==> config.mk <==
export PLATFORM = sky130hd
export DESIGN_NAME = traffic_phase_controller
export DESIGN_NICKNAME = d
export VERILOG_FILES = /design/src/rtl/traffic_phase_controller.sv
export SDC_FILE = /design/constraint.sdc
export NUM_CORES = 1
export LEC_CHECK = 0
export CORE_MARGIN = 5
export CORE_UTILIZATION = 50
export DETAILED_ROUTE_END_ITERATION = 8
export MAX_ROUTING_LAYER = met4
export PLACE_DENSITY = 0.76
export SYNTH_ARGS = -nofsm -noshare
export SYNTH_HDL_FRONTEND = slang
export SYNTH_SLANG_ARGS = --single-unit
export TNS_END_PERCENT = 10
==> constraint.sdc <==
create_clock -name clk -period 4.1 [get_ports clk]
set_clock_uncertainty 0.05 [all_clocks]
set_input_delay 1.025 -clock clk [delete_from_list [all_inputs] [get_ports clk]]
set_output_delay 1.025 -clock clk [all_outputs]
set_load 0.02 [all_outputs]
==> src/rtl/traffic_phase_controller.sv <==
// Four-way intersection phase sequencer: owns the WWSSEENN light bus and steps
// RED_A -> EW_G -> EW_Y -> RED_B -> NS_G -> NS_Y on per-state 8-bit timers.
module traffic_phase_controller #(
   parameter int GREEN_EW       = 8,
   parameter int GREEN_NS       = 8,
   parameter int NIGHT_NS_GREEN = 4,
   parameter int YELLOW         = 3,
   parameter int ALLRED         = 2
) (
   input  logic       clk,
   input  logic       rst,
   input  logic       night,
   input  logic       nsRequest,
   output logic [7:0] laneOutput,
   output logic [2:0] phase,
   output logic       cycleStart
);

   localparam logic [2:0] RED_A = 3'd0;
   localparam logic [2:0] EW_G  = 3'd1;
   localparam logic [2:0] EW_Y  = 3'd2;
   localparam logic [2:0] RED_B = 3'd3;
   localparam logic [2:0] NS_G  = 3'd4;
   localparam logic [2:0] NS_Y  = 3'd5;

   localparam logic [7:0] L_GREEN_EW = 8'(GREEN_EW - 1);
   localparam logic [7:0] L_GREEN_NS = 8'(GREEN_NS - 1);
   localparam logic [7:0] L_NIGHT_NS = 8'(NIGHT_NS_GREEN - 1);
   localparam logic [7:0] L_YELLOW   = 8'(YELLOW - 1);
   localparam logic [7:0] L_ALLRED   = 8'(ALLRED - 1);

   logic [2:0] r_state;
   logic [7:0] r_timer;
   logic       r_pending;
   logic [7:0] r_lane;
   logic       r_cycle_start;

   logic [2:0] w_next_state;
   logic [7:0] w_next_timer;
   logic       w_timer_done;
   logic       w_req_seen;
   logic       w_enter_ns;

   function automatic logic [7:0] lights_for(input logic [2:0] s);
      case (s)
         EW_G:    lights_for = 8'b11001100;
         EW_Y:    lights_for = 8'b01000100;
         NS_G:    lights_for = 8'b00110011;
         NS_Y:    lights_for = 8'b00010001;
         default: lights_for = 8'b00000000;
      endcase
   endfunction

   // A request on the same cycle as the expired night minimum releases EW_G at once.
   assign w_timer_done = (r_timer == 8'd0);
   assign w_req_seen   = r_pending | nsRequest;
   assign w_enter_ns   = (w_next_state == NS_G) && (r_state != NS_G);

   always_comb begin
      w_next_state = r_state;
      w_next_timer = r_timer;
      case (r_state)
         RED_A: begin
            if (w_timer_done) begin
               w_next_state = EW_G;
               w_next_timer = L_GREEN_EW;
            end else begin
               w_next_timer = r_timer - 8'd1;
            end
         end
         EW_G: begin
            if (w_timer_done) begin
               if (!night || w_req_seen) begin
                  w_next_state = EW_Y;
                  w_next_timer = L_YELLOW;
               end
            end else begin
               w_next_timer = r_timer - 8'd1;
            end
         end
         EW_Y: begin
            if (w_timer_done) begin
               w_next_state = RED_B;
               w_next_timer = L_ALLRED;
            end else begin
               w_next_timer = r_timer - 8'd1;
            end
         end
         RED_B: begin
            if (w_timer_done) begin
               w_next_state = NS_G;
               w_next_timer = night ? L_NIGHT_NS : L_GREEN_NS;
            end else begin
               w_next_timer = r_timer - 8'd1;
            end
         end
         NS_G: begin
            if (w_timer_done) begin
               w_next_state = NS_Y;
               w_next_timer = L_YELLOW;
            end else begin
               w_next_timer = r_timer - 8'd1;
            end
         end
         NS_Y: begin
            if (w_timer_done) begin
               w_next_state = RED_A;
               w_next_timer = L_ALLRED;
            end else begin
               w_next_timer = r_timer - 8'd1;
            end
         end
         default: begin
            w_next_state = RED_A;
            w_next_timer = L_ALLRED;
         end
      endcase
   end

   always_ff @(posedge clk) begin
      if (rst) begin
         r_state       <= RED_A;
         r_timer       <= L_ALLRED;
         r_pending     <= 1'b0;
         r_lane        <= 8'b00000000;
         r_cycle_start <= 1'b0;
      end else begin
         r_state       <= w_next_state;
         r_timer       <= w_next_timer;
         r_lane        <= lights_for(w_next_state);
         r_cycle_start <= (w_next_state == EW_G) && (r_state != EW_G);
         // Entering NS_G serves the request, so clearing beats a same-cycle set.
         if (w_enter_ns) begin
            r_pending <= 1'b0;
         end else if (nsRequest && (r_state != NS_G)) begin
            r_pending <= 1'b1;
         end
      end
   end

   assign laneOutput = r_lane;
   assign phase      = r_state;
   assign cycleStart = r_cycle_start;

endmodule
; Word level (Yosys, flattened, before mapping)
; Cells that the tools add are included.
[word_totals]
mem_bits_rw = 0
latch_bits = 0
regBits = 21
inputBits = 4
mem_count = 0
rom_bits = 0
elab_cells = 45
output_inout_bits = 12
[op_classes]
bitwise_logic = 1
shifts = 0
reduce_logical = 9
n_div = 0
magnitude_cmp = 0
eq_ne = 12
n_mul = 0
n_mux = 17
n_addsub = 1
[ops]
columns = op, n
row1 = 8-bit 2-to-1 mux, 6
row2 = 8-bit case mux with 5 select lines, 1
row3 = 8-bit case mux with 4 select lines, 1
row4 = 3-bit 2-to-1 mux, 8
row5 = 3-bit case mux with 6 select lines, 1
row6 = 3-bit equality test (second input constant), 4
row7 = 3-bit by 2-bit equality test with 1-bit output (second input constant), 3
row8 = 8-bit logical NOT, 1
row9 = 8-bit by 1-bit subtractor with 8-bit output (second input constant), 1
row10 = 3-bit by 1-bit equality test with 1-bit output (second input constant), 2
row11 = 3-bit inequality test (second input constant), 2
row12 = 2-bit OR reduction, 2
row13 = 1-bit logical AND, 3
row14 = 3-bit logical NOT, 1
row15 = 3-bit by 1-bit inequality test with 1-bit output (second input constant), 1
row16 = 1-bit logical NOT, 1
row17 = 1-bit logical OR, 1
row18 = 1-bit bitwise OR, 1

; Longest topological paths before layout
[logic_depth]
word_depth = 8
depth_mapped = 7
depth_no_buf = 6

; Least setup slack after synthesis
; OpenSTA, ideal clock, no wires.
[synth_path]
kind = input -> register
start = input port night
end = register r_timer[2]
arrival_ps = 2057
path_buffers = 1
required_ps = 3964
path_slack_ps = 1908
setup_ps = 86
path_stages = 5
cell_sequence = nor3b_1 -> and4_2 -> buf_2 -> or3b_1 -> a211oi_1
[synth_between]
elab_chain_cells = 3
word_cells_on_any_way = 6
classes_between = eq/ne: 1 / mux: 3 / reduce/logical: 2
[synth_lines]
columns = item, line
row1 = from (decl), 12  ; input logic night,
row2 = 3-bit 2-to-1 mux / 1-bit logical NOT (equally long branches), "92, 73"
row3 = 8-bit 2-to-1 mux / 1-bit logical OR (equally long branches), "90, 73"
row4 = 8-bit case mux with 5 select lines / 3-bit inequality test (equally long branches), n/a
row5 = to (signal assigned), 129  ; r_timer <= w_next_timer;
row6 = to (decl), 33  ; logic [7:0] r_timer;
; Parallel ways exist; a longest one is shown, timed or not.
; A chain may end at the register's enable or synchronous reset.

; Final worst setup path
[layout_path]
start = register r_state[2] (netlist: phase[2])
end = output port phase[2]
[layout_lines]
columns = item, line
row1 = from (decl), 32  ; logic [2:0] r_state;
row2 = from (signal assigned), 128  ; r_state <= w_next_state;
row3 = to (decl), 15  ; output logic [2:0] phase,
; No word-level cell between the ends.

==> flow_summary.yaml <==
setup_path:
  critPathKind: "reg2out"
  cp-end-kind: "output port"
  worstSetupStartpointType: "flop"
  slowest_delay_ps: 700
  crit_family: "buffers and inverters"
  worstPathMaxFanout: 15
  arrival_ps: 1620
  crit_buf_inv: 1
  critical_path_required_ps: 3020
  crit_path_top_delay_cell: "clkdlybuf4s50_1"
  crit_chain: "clkdlybuf4s50_1"
yosys:
  async_flop_share: 0
  synth_edf_count: 0
  synth_flop_cell: "dfxtp_1"
  yosysUniqueCellTypes: 42
  syn-instance-count: 107
  synth_top_area_frac: 0.362
  syn_nets: 112
  yosys.area.top_type: "dfxtp_1"
  synth-seq-cells: 17
  ys_seq_area_frac: 0.362
  synth_area_leaders: "dfxtp_1 36%, a21oi_1 6.9%, buf_4 4.0%"
  syn_area_per_cell_um2: 8.79
  synth_area_um2: 941
  yosys_warnings: 0
floorplan:
  rows: 15
  die_area_um2: 2850
  core_um2: 1760
  io_pins: 16
  die_w_um: 53.4
  initial_core_util: 0.533
  die_h_um: 53.4
sta:
  slew_violations: 0
  whs_ps: 457
  min_period_over_period: 0.656
  rsz0062_at_grt: "no"
  relSlewSlack: 0.303
  setup_viol: 0
  tns_ps: 0
  fin_crit_ps: 2690
  fmax_mhz: 372
  tightest_slew_ps: 1040
  hold_viol_final: 0
cts:
  cts_buffer_depth: 2
  cts_repair_resize_count: 0
  cts_tree: "built"
  root_buffer: "clkbuf_4"
  clk_pin_slew_ps: 90
  h-tree-depth: 1
  post_cts_buffers: 0
  holdBufCountCts: 0
  cts_sinks: 17
  clk_latency_ps: 280
  cts_buffers: 3
final_layout:
  area_delta_synth_final_pct: 15.7
  drive_gt1_frac: 0.129
  final_area_um2: 1090
  mostFrequentLayoutCell: "dfxtp_1"
  antenna_cells: 0
  layout_common_cells: "17 x dfxtp_1, 15 x clkdlybuf4s50_1, 13 x a21oi_1"
  nets: 122
  n_fill_cell: 167
run_status:
  status: "finished clean"
drt:
  routed_via_density: 5.82
  routed_wl_mm: 1.88
  first_pass_iters: 4
  antenna_left: 0
  drt_iter0_drc: 20
  wire_per_inst_um: 13.3
  vias: 821
  drc: 0
placement:
  dp_hpwl_mm: 1.35
  globalplace.congestion: 0.828
  place_area_um2: 1060
  numPortBuffers: 15
min_path:
  hold_class: "reg2reg"
grt:
  grt_max_degree: 16
  grt_pass1_wl_mm: 3.28
  grt_pass1_vias: 726
  antenna_found_initial: 0
  grt.overflow.total: 0
  track_usage: 0.160
power:
  ir_drop_v: 0.000439
  power.density_nw_per_um2: 708
  p_leak_nw: 0.367
  p_total_mw: 0.771
job:
  max-cap-violations: 0
## metrics by stage
step                 util  std cells  setup WS [ps]
floorplan               -        107           1910
global placement    0.602        137           1410
detailed placement  0.602        137           1310
CTS                 0.617        141           1410
global route        0.617        141           1320
finish              0.617        141           1410
## registers in the layout, summed over array words and instances, names as in the netlist
register,flops
phase,3
r_pending,1
laneOutput,4
r_timer,8
cycleStart,1
## worst reg2reg max path, delay by kind of cell (launching register included)
family           cells  cell delay, ps
AO/OA/AOI/OAI        1             220
AND/OR/NAND/NOR      3            1550
flip-flops           1             370
## cell usage after synthesis (2+ instances only)
master and count:
clkbuf_1 2, nor3_1 2, nor4b_1 3, nand2_1 5, nand3_1 2, nor3b_1 2, o21ai_0 3, xnor2_1 2
or3_1 6, buf_4 5, a21oi_1 13, and2_1 2, or2_2 2, dfxtp_1 17, o211ai_1 2, buf_2 3
nor2_1 7, inv_1 4, nand3b_1 2
## cell type report
| class | instances | area (um2) | share of cell area |
|---|---|---|---|
| Multi-Input combinational cell | 76 | 526 | 0.483 |
| Sequential cell | 17 | 340 | 0.313 |
| Timing Repair Buffer | 15 | 150 | 0.138 |
| Tap cell | 25 | 31.3 | 0.0287 |
| Clock buffer | 4 | 26.3 | 0.0241 |
| Inverter | 4 | 15.0 | 0.0138 |
## layer usage
layer | global-route usage | vias up | wire [um]
li1 | - | 402 | -
met1 | 0.211 | 387 | 861
met2 | 0.243 | 28 | 871
met3 | 0.0254 | 4 | 115
met4 | 0.0638 | 0 | 30
met5 | - | - | 0
## kinds of logic after synthesis
family | count (synthesis) | synth area share
adders and majority gates | 1 | 0.0133
muxes | 1 | 0.0106
buffers and inverters | 14 | 0.0798
and+or+nand+nor | 46 | 0.343
xor gates and xnor gates | 2 | 0.0186
AOI/OAI and AO/OA | 26 | 0.173
DFF | 17 | 0.362
## worst paths after layout
| kind | from | endpoint | slack (ps) | depth (start not counted) |
|---|---|---|---|---|
| worst max-delay path | phase[2] | phase[2] | 1410 | 1 |
| worst min-delay path | r_timer[5] | r_timer[5] | 460 | 2 |
| worst max register to register | r_timer[2] | phase[1] | 1830 | 4 |
| worst min register to register | r_timer[5] | r_timer[5] | 460 | 2 |
## where the power goes
part / total, mW / internal, mW / switching [mW] / leakage, nW
Sequential: 0.292 / 0.219 / 0.0733 / 0.139
Combinational: 0.392 / 0.182 / 0.211 / 0.213
Clock: 0.0861 / 0.0377 / 0.0484 / 0.0150
Note: power is estimated with default switching activity, not from simulation.
